===== src/rtl/mem_port_arbiter_pkg.sv =====
// Shared types and size codes for the byte-wide memory port arbiter.
package mem_port_arbiter_pkg;

  typedef enum logic [2:0] {
    ST_IDLE,
    ST_RD,
    ST_RD_TAIL,
    ST_WR,
    ST_DONE
  } arb_state_e;

  typedef enum logic {
    OWN_IF,
    OWN_LS
  } owner_e;

  localparam logic [1:0] MEM_BYTE = 2'd0;
  localparam logic [1:0] MEM_HALF = 2'd1;
  localparam logic [1:0] MEM_WORD = 2'd2;

  // Index of the last byte lane for a size code; code 3 behaves as a word.
  function automatic logic [1:0] size_last(input logic [1:0] size);
    case (size)
      MEM_BYTE: return 2'd0;
      MEM_HALF: return 2'd1;
      MEM_WORD: return 2'd3;
      default:  return 2'd3;
    endcase
  endfunction

endpackage


===== src/rtl/mem_arb_pick.sv =====
// Grant selection between IF and LS with an LS-streak starvation counter.
module mem_arb_pick #(
  parameter int unsigned STARVE_LIMIT = 4
) (
  input  logic clk,
  input  logic rst,
  input  logic sample,
  input  logic if_req,
  input  logic ls_req,
  output logic grant_if,
  output logic grant_ls
);

  localparam int unsigned        CW    = $clog2(STARVE_LIMIT + 1);
  localparam logic [CW-1:0]      LIMIT = CW'(STARVE_LIMIT);

  logic [CW-1:0] starve;

  // LS wins unless IF has been passed over LIMIT times in a row.
  always_comb begin
    grant_ls = sample && ls_req && (!if_req || (starve < LIMIT));
    grant_if = sample && if_req && !grant_ls;
  end

  // Count LS grants taken while IF waits; any IF grant or idle IF clears it.
  always_ff @(posedge clk or negedge rst) begin
    if (!rst) begin
      starve <= '0;
    end else if (sample) begin
      if (!if_req || grant_if) begin
        starve <= '0;
      end else if (grant_ls && (starve != LIMIT)) begin
        starve <= starve + CW'(1);
      end
    end
  end

endmodule


===== src/rtl/mem_port_arbiter.sv =====
// Byte-serial RAM port shared by instruction fetch and load/store.
// Reads assemble little-endian words; writes emit one byte per cycle.
module mem_port_arbiter
  import mem_port_arbiter_pkg::*;
#(
  parameter int unsigned ADDR_W       = 32,
  parameter int unsigned STARVE_LIMIT = 4
) (
  input  logic              clk,
  input  logic              rst,
  input  logic              if_req,
  input  logic [ADDR_W-1:0] if_addr,
  output logic [31:0]       if_rdata,
  output logic              if_done,
  input  logic              ls_req,
  input  logic              ls_we,
  input  logic [1:0]        ls_size,
  input  logic [ADDR_W-1:0] ls_addr,
  input  logic [31:0]       ls_wdata,
  output logic [31:0]       ls_rdata,
  output logic              ls_done,
  output logic [ADDR_W-1:0] ram_addr,
  output logic              ram_wr,
  output logic [7:0]        ram_dout,
  input  logic [7:0]        ram_din
);

  arb_state_e        state, state_nxt;
  owner_e            owner;
  logic [ADDR_W-1:0] xaddr;
  logic [1:0]        xlast, idx, idx_nxt, idx_prev;
  logic [31:0]       xwdata, rbuf, rword;
  logic              sample, grant_if, grant_ls;

  assign sample   = (state == ST_IDLE);
  assign idx_nxt  = idx + 2'd1;
  assign idx_prev = idx - 2'd1;

  mem_arb_pick #(
    .STARVE_LIMIT(STARVE_LIMIT)
  ) u_pick (
    .clk      (clk),
    .rst      (rst),
    .sample   (sample),
    .if_req   (if_req),
    .ls_req   (ls_req),
    .grant_if (grant_if),
    .grant_ls (grant_ls)
  );

  // State register.
  always_ff @(posedge clk or negedge rst) begin
    if (!rst) state <= ST_IDLE;
    else      state <= state_nxt;
  end

  // Next state and per-owner done pulse.
  always_comb begin
    state_nxt = state;
    if_done   = 1'b0;
    ls_done   = 1'b0;
    case (state)
      ST_IDLE: begin
        if (grant_ls)      state_nxt = ls_we ? ST_WR : ST_RD;
        else if (grant_if) state_nxt = ST_RD;
      end
      ST_RD:      if (idx == xlast) state_nxt = ST_RD_TAIL;
      ST_RD_TAIL: state_nxt = ST_DONE;
      ST_WR:      if (idx == xlast) state_nxt = ST_DONE;
      ST_DONE: begin
        state_nxt = ST_IDLE;
        if_done   = (owner == OWN_IF);
        ls_done   = (owner == OWN_LS);
      end
      default:    state_nxt = ST_IDLE;
    endcase
  end

  // Final read word: buffered lanes plus the lane arriving in RD_TAIL.
  always_comb begin
    rword = rbuf;
    rword[{xlast, 3'b000} +: 8] = ram_din;
  end

  // Transfer latch, address/data sequencing and read assembly.
  // ram_din lags ram_addr by one cycle, so RD cycle k captures lane k-1
  // and RD_TAIL captures the last lane.
  always_ff @(posedge clk or negedge rst) begin
    if (!rst) begin
      owner    <= OWN_IF;
      xaddr    <= '0;
      xlast    <= '0;
      xwdata   <= '0;
      idx      <= '0;
      rbuf     <= '0;
      ram_addr <= '0;
      ram_wr   <= 1'b0;
      ram_dout <= '0;
      if_rdata <= '0;
      ls_rdata <= '0;
    end else begin
      case (state)
        ST_IDLE: begin
          idx  <= '0;
          rbuf <= '0;
          if (grant_ls) begin
            owner    <= OWN_LS;
            xaddr    <= ls_addr;
            xlast    <= size_last(ls_size);
            xwdata   <= ls_wdata;
            ram_addr <= ls_addr;
            ram_wr   <= ls_we;
            if (ls_we) ram_dout <= ls_wdata[7:0];
          end else if (grant_if) begin
            owner    <= OWN_IF;
            xaddr    <= if_addr;
            xlast    <= 2'd3;
            ram_addr <= if_addr;
            ram_wr   <= 1'b0;
          end
        end
        ST_RD: begin
          if (idx != 2'd0) rbuf[{idx_prev, 3'b000} +: 8] <= ram_din;
          if (idx != xlast) begin
            idx      <= idx_nxt;
            ram_addr <= xaddr + ADDR_W'(idx_nxt);
          end
        end
        ST_RD_TAIL: begin
          if (owner == OWN_IF) if_rdata <= rword;
          else                 ls_rdata <= rword;
        end
        ST_WR: begin
          if (idx != xlast) begin
            idx      <= idx_nxt;
            ram_addr <= xaddr + ADDR_W'(idx_nxt);
            ram_dout <= xwdata[{idx_nxt, 3'b000} +: 8];
          end else begin
            ram_wr   <= 1'b0;
          end
        end
        default: ;
      endcase
    end
  end

endmodule


===== config.mk =====
export PLATFORM = sky130hd
export DESIGN_NAME = mem_port_arbiter
export DESIGN_NICKNAME = d
export VERILOG_FILES = /design/src/rtl/mem_port_arbiter_pkg.sv /design/src/rtl/mem_arb_pick.sv /design/src/rtl/mem_port_arbiter.sv
export SDC_FILE = /design/constraint.sdc
export NUM_CORES = 1
export LEC_CHECK = 0
export CORE_UTILIZATION = 45
export CTS_BUF_LIST = sky130_fd_sc_hd__clkbuf_8
export DETAILED_ROUTE_END_ITERATION = 6
export GPL_TIMING_DRIVEN = 0
export HOLD_SLACK_MARGIN = 0.12
export PLACE_DENSITY_LB_ADDON = 0.12
export SYNTH_ARGS = -nofsm -noshare
export SYNTH_HDL_FRONTEND = slang
export SYNTH_SLANG_ARGS = --single-unit

===== constraint.sdc =====
create_clock -name clk -period 3.45 [get_ports clk]
set_input_delay 0.345 -clock clk [delete_from_list [all_inputs] [get_ports clk]]
set_output_delay 0.345 -clock clk [all_outputs]
set_load 0.03 [all_outputs]

==> results of run 1 <==
## worst max-delay path, delay by kind of cell, from the launching register on
family	cells	cell delay, ps
simple gates	3	1120
fa+ha+maj	2	720
flops	1	450
buf+inv	2	360
compound gates	1	300
xor+xnor	1	120
## sequential cells by signal, indices dropped and copies added (netlist names), 3 cells and up
| name | cells |
|---|---|
| u_pick.starve | 3 |
| if_rdata | 32 |
| rbuf | 32 |
| ram_addr | 32 |
| ram_dout | 8 |
| state | 3 |
| xaddr | 32 |
| xwdata | 32 |
| ls_rdata | 32 |
## final cells by class
| type | instances | area share |
|---|---|---|
| Sequential cell | 212 | 0.406 |
| Multi-Input combinational cell | 664 | 0.330 |
| Timing Repair Buffer | 212 | 0.165 |
| Clock buffer | 42 | 0.0442 |
| Tap cell | 275 | 0.0263 |
| Buffer | 61 | 0.0194 |
| Clock inverter | 18 | 0.00555 |
| Inverter | 11 | 0.00316 |
## repair_timing
| action | 4_1_cts | 5_1_grt |
|---|---|---|
| hold buffers | 1 | 0 |
| gates resized for setup | 0 | 1 |
| setup endpoints to repair | 0 | 3 |
| endpoints found under the hold margin | 55 | 0 |
## metrics by stage
stage                     utilization  instance area, um2  setup WS (ps)
after floorplan                     -                9910            684
after global placement          0.580               12300          -6990
after detailed placement        0.583               12400            141
after CTS                       0.614               13100            120
after global routing            0.614               13100           8.64
final                           0.614               13100            257
## worst min-delay path by stage
stage                       end
2_1_floorplan            idx[0]
3_3_place_gp           rbuf[30]
3_5_place_dp       if_rdata[23]
4_1_cts        u_pick.starve[0]
5_1_grt        u_pick.starve[0]
6_report       u_pick.starve[0]
## routing by layer
metal / up-vias / part of all wire / routed length, um / track usage
li1: 3876 / - / - / -
met1: 3907 / 0.42 / 11300 / 0.329
met2: 297 / 0.48 / 12800 / 0.403
met3: 66 / 0.067 / 1810 / 0.0445
met5: - / 0.00056 / 15 / 0
met4: 2 / 0.032 / 867 / 0.0904
## cell usage in the layout (no fill, tap or decap), drive strengths merged, types with 6 or more instances in the layout
cell type      instances
clkdlybuf4s50        208
nand2                 88
nor2b                 35
ha                    15
nor3                  14
buf                   19
a221o                  8
mux2                  45
nor2                 104
a21oi                124
xnor2                 11
a21o                  12
a22o                  27
mux4                   8
nand3                  6
nand4                 11
mux2i                 34
xor2                  11
o21ai                 44
nor4                  16
inv                   25
dfrtp                212
clkbuf                87
## cell families after synthesis
| family | synth area share |
|---|---|
| flip-flops | 0.535 |
| AND/OR/NAND/NOR | 0.144 |
| adder cells (fa/ha/maj) | 0.0210 |
| multiplexers | 0.104 |
| AO/OA/AOI/OAI | 0.146 |
| XOR/XNOR | 0.0194 |
| buffers and inverters | 0.0298 |
## power by group through the flow
| stage | Combinational, mW | Clock, mW | Sequential (mW) |
|---|---|---|---|
| 6_report | 6.96 | 2.06 | 4.40 |
| 5_1_grt | 7.58 | 2.22 | 4.55 |
| 4_1_cts | 7.00 | 2.11 | 4.39 |
| 3_5_place_dp | 6.97 | 0 | 4.43 |
| 3_3_place_gp | 6.86 | 0 | 4.40 |
| 2_1_floorplan | 3.28 | 0 | 5.48 |
==> results by group, run 1 <==
Global routing
  – Largest net degree at the start of global routing: 84
  – Initial antenna violation count: 1
  – Grt ovf: 0
  – Number of global-route vias before repair: 8153
  – Total global routing track utilization: 0.247
  – First-pass GRT wire length: 43300 um

Power and ir drop
  – Sequential Power Share: 0.328
  – PD cells: 1030 nW/um2
  – Sw frac: 0.434
  – Peak supply drop: 0.435 mV
  – Net Sw Power: 5.82 mW
  – Final Total Pwr: 13.4 mW
  – Clk pwr share: 0.154
  – Power share of the combinational group: 0.518
  – Leak Pwr: 5.72 nW
  – Internal power: 7.60 mW

STA
  – RSZ-0062 raised after global routing: no
  – Min Tclk post-route: 3190 ps
  – Sum Neg Setup Slack: 0 ps
  – Fin. Hold Viols: 0
  – Final setup violating endpoints: 0
  – Clk_skew: 15.3 ps
  – Worst slew margin: 0.318
  – Final period utilization: 0.926
  – Worst hold slack: 202 ps
  – Max Slew Vio Count: 0
  – Fmax: 0.313 GHz
  – Actual slew at the worst max-slew pin: 1010 ps

Floorplanning
  – Die height: 150 um
  – Die ar.: 22600 um2
  – Die X-Extent: 150 um
  – I/O pin count: 218
  – Initial Util: 0.466
  – CORE AREA: 21300 um2
  – Row cnt: 53

Setup path
  – Worst setup path start: idx[0]
  – Critical Path End: ram_addr[28]
  – Arr. time, crit path: 3580 ps
  – R2R Setup Slk: 260 ps
  – Worst R2R End: ram_addr[28]
  – Worst R2R Start: idx[0]
  – Crit path largest cell delay: 480 ps
  – CP required: 3840 ps
  – Startpoint types: flip-flop
  – CP Cell Sequence: inv_1, ha_1, fa_1, nand4_1, or3_1, buf_2, nor4_1, xor2_1, a221o_1
  – CP Class: reg2reg
  – Worst R2R Path Depth: 9
  – Slowest cell on crit path: or3_1
  – Crit end category: flip-flop
  – CP Max Fanout: 10

Worst hold path
  – Hold depth: 3
  – Hold WC Path Type: in2reg
  – Min-delay src: ls_req

Logic synthesis
  – Synth top area share: 0.535
  – Largest area contributor in the netlist: dfrtp_1
  – Cell area after synthesis: 9910 um2
  – Synthesis-stage register bit count: 212
  – Post-synth top flop: dfrtp_1
  – Synth Area per Inst: 10.5 um2
  – Ranking of synthesized cells by area: dfrtp_1 54%, a21oi_1 6.3%, mux2_2 5.1%
  – Post-synth EDFFs: 0
  – Seq/Total Area, Yosys: 0.535
  – Synth warn: 0
  – Most frequent cell after synthesis: dfrtp_1
  – Syn_nets: 1075
  – Asr flop ratio synth: 1.00
  – Cell variety after synth: 53
  – Commonest cells post-synth: 212 x dfrtp_1, 124 x a21oi_1, 104 x nor2_1, 88 x nand2_1
  – Post-Syn Instances: 948

Drt
  – Detail Route Antenna Nets: 0
  – Drc violations: 0
  – Via-to-Cell Ratio: 5.45
  – Pre-antenna DRT Iters: 5
  – DR WL/cell: 17.9 um
  – Total wire length: 26800 um
  – Initial DRC count: 513
  – Via count: 8148

Placed design
  – Final HPWL DP: 19400 um
  – Placer Congestion: 0.882
  – Port Buffers: 209
  – DP Cell Count: 1434

Cells and area
  – Final std cells w/o fill: 1495
  – Multi-input gate area: 4310 um2
  – Area grow syn2layout: 31.9%
  – Layout cells sized above 1: 0.104
  – Filler cell count: 1888
  – Antenna Cells: 0
  – Layout Nets: 1325
  – Register Area: 5310 um2

Clocking
  – Total CTS buffers: 36
  – Clk slew on worst S/H paths: 60 ps
  – Num Clock Sinks: 212
  – TritonCTS clock tree: yes
  – CTS root buf: clkbuf_8
  – Post-CTS setup buffers: 0
  – Clock Latency Late Sink: 510 ps
  – CTS Buffer Depth: 3
  – Max H-tree Level: 2

Status
  – Outcome: completed

Run
  – Max_cap viols: 0
(Power assumes the default switching activity.)
==> run 2: changes to the inputs <==
CORE_UTILIZATION = 40   (was 45)
==> results by group, run 2 (synthesized netlist as in run 1, its figures left out) <==
Drt
  – Total wire length: 27500 um (+2.7%)
  – Via count: 8057 (-1.1%)
  – DR WL/cell: 17.8 um (-0.80%)
  – Via-to-Cell Ratio: 5.21 (-4.4%)
  – Pre-antenna DRT Iters: 5 (unchanged)
  – Drc violations: 0 (unchanged)
  – Detail Route Antenna Nets: 0 (unchanged)
  – Initial DRC count: 369 (-28%)

Setup path
  – Worst R2R End: ram_addr[28]
  – Arr. time, crit path: 3670 ps (+90 ps)
  – Worst R2R Path Depth: 9 (unchanged)
  – Worst path depth: 9 (unchanged)
  – Worst setup path start: idx[0]
  – Critical Path End: ram_addr[28]
  – CP Class: reg2reg
  – Crit path largest cell delay: 480 ps (about the same)
  – Startpoint types: flip-flop
  – CP required: 3840 ps (about the same)
  – R2R Setup Slk: 170 ps (-80 ps)
  – CP bufs+invs: 2 (unchanged)
  – Slowest cell on crit path: or3_1
  – CP Max Fanout: 10 (unchanged)
  – Worst R2R Start: idx[0]
  – Critical path's top delay family: simple AND/OR/NAND/NOR gates
  – CP Cell Sequence: inv_1, ha_1, fa_1, nand4_1, or3_1, buf_2, nor4_1, xor2_1, a221o_1
  – Crit end category: flip-flop

STA
  – Max Slew Vio Count: 0 (unchanged)
  – Final period utilization: 0.949 (+0.0239)
  – Worst Setup Slack, final: 174 ps (-82.4 ps)
  – Actual slew at the worst max-slew pin: 1110 ps (+93.4 ps)
  – Final setup violating endpoints: 0 (unchanged)
  – RSZ-0062 raised after global routing: no
  – Sum Neg Setup Slack: 0 ps (unchanged)
  – Min Tclk post-route: 3280 ps (+82.4 ps)
  – Clk_skew: 14.5 ps (-0.760 ps)
  – Worst hold slack: 190 ps (-11.9 ps)
  – Worst slew margin: 0.255 (-0.0629)
  – Fmax: 0.305 GHz (-2.5%)
  – Fin. Hold Viols: 0 (unchanged)

Placed design
  – Setup WS pre-CTS: -46.9 ps (-188 ps)
  – Port Buffers: 209 (unchanged)
  – Final HPWL DP: 19800 um (+2.0%)
  – DP Cell Count: 1483 (+3.4%)
  – Placer Congestion: 0.846 (-4.1%)
  – Dpl cell area: 12500 um2 (+0.49%)

Clocking
  – TritonCTS clock tree: yes
  – CTS root buf: clkbuf_8
  – Max H-tree Level: 2 (unchanged)
  – Post-CTS setup buffers: 0 (unchanged)
  – CTS Buffer Depth: 3 (unchanged)
  – Clk slew on worst S/H paths: 60 ps (about the same)
  – Num Clock Sinks: 212 (unchanged)
  – Clock Latency Late Sink: 520 ps (about the same)
  – Total CTS buffers: 38 (+5.6%)

Worst hold path
  – Hold WC Path Type: in2reg

Floorplanning
  – CORE AREA: 24300 um2 (+14%)
  – Die X-Extent: 159 um (+6.0%)
  – I/O pin count: 218 (unchanged)
  – Die height: 159 um (+6.0%)
  – Row cnt: 57 (+7.5%)
  – Initial Util: 0.407 (-0.0581)
  – Die ar.: 25400 um2 (+12%)

Global routing
  – Number of global-route vias before repair: 8093 (-0.74%)
  – Total global routing track utilization: 0.223 (-0.0246)
  – Initial antenna violation count: 0 (-1)
  – First-pass GRT wire length: 44700 um (+3.2%)
  – Grt ovf: 0 (unchanged)
  – Largest net degree at the start of global routing: 90 (+7.1%)

Power and ir drop
  – Power share of the combinational group: 0.508 (-0.010)
  – Final Total Pwr: 13.7 mW (+2.1%)
  – Sw frac: 0.429 (-0.00469)
  – Sequential Power Share: 0.322 (-0.006)
  – Internal power: 7.83 mW (+2.9%)
  – Peak supply drop: 0.426 mV (-1.9%)
  – PD cells: 1040 nW/um2 (+0.86%)
  – Leak Pwr: 5.76 nW (+0.74%)
  – Clk pwr share: 0.170 (+0.016)
  – Net Sw Power: 5.88 mW (+0.99%)

Cells and area
  – Most common cell after layout, fill and taps aside: dfrtp_1
  – Filler cell count: 2291 (+21%)
  – Final std cells w/o fill: 1547 (+3.5%)
  – Area grow syn2layout: 33.5%
  – Layout cells sized above 1: 0.107 (+0.00302)
  – Antenna Cells: 0 (unchanged)
  – Final core utilization: 0.544 (-0.0700)
  – Most frequent cells in the layout: 211 x dfrtp_1, 208 x clkdlybuf4s50_1, 124 x a21oi_1
  – Layout Nets: 1327 (+0.15%)
  – Fin area: 13200 um2 (+1.2%)

Run
  – Max_cap viols: 0 (unchanged)

Status
  – Outcome: completed
-- run 2: cell count changes in the layout (fill, tap and decap cells not counted) --
cell,previous run,this run
clkinv_2,4,2
nor4_1,14,13
clkbuf_8,42,45
bufinv_16,0,2
nor4_2,2,3
-- run 2: worst min path at each step --
stage / from / to / slack (ps) / cells past startpoint
after floorplan: rst / idx[0] / 50 / 0
after global placement: rbuf[30] / rbuf[30] / 450 / 2
after detailed placement: rst / ls_rdata[25] / 300 / 1
after CTS: ls_req / u_pick.starve[0] / 160 / 3
after global routing: ls_req / u_pick.starve[2] / 190 / 3
final: ls_req / u_pick.starve[0] / 190 / 3
-- run 2: tightest hold or removal path: cells and delay by family --
kind	cells	cell delay, ps
compound gates	1	70
simple gates	1	110
buf+inv	1	140
-- run 2: cell type report --
type,instances,area [um2],area share
flip-flops and latches,212,5310,0.401
multi-input cells,664,4320,0.326
repair buffers,212,2160,0.163
clock buffers,45,619,0.0468
well taps,324,405,0.0306
plain buffers,61,254,0.0192
clock inverters,18,123,0.00927
inverters,11,41.3,0.00312
-- run 2: what timing repair did --
action | CTS | global route
endpoints found under the hold margin | 53 | 0
hold buffers | 1 | 0
endpoints found under the setup margin | 1 | 3
gates resized for setup | 1 | 1
-- run 2: per-layer routing --
metal	track usage	up-vias	part of all wire
li1	-	3871	-
met1	0.306	3871	0.45
met2	0.357	270	0.47
met3	0.0482	45	0.063
met4	0.0586	0	0.018
met5	0	-	0
-- run 2: power by group through the flow --
stage | clock, mW | sequential (mW) | combinational (mW)
6_report | 2.33 | 4.41 | 6.96
4_1_cts | 2.39 | 4.41 | 7.03
5_1_grt | 2.49 | 4.56 | 7.57
2_1_floorplan | 0 | 5.48 | 3.28
3_3_place_gp | 0 | 4.43 | 6.90
3_5_place_dp | 0 | 4.43 | 7.00
==> run 3: changes to the inputs <==
CAP_MARGIN = 20   (was unset)
==> results of run 3 <==
The final DEF is identical to that of run 2; final timing and power are the same.
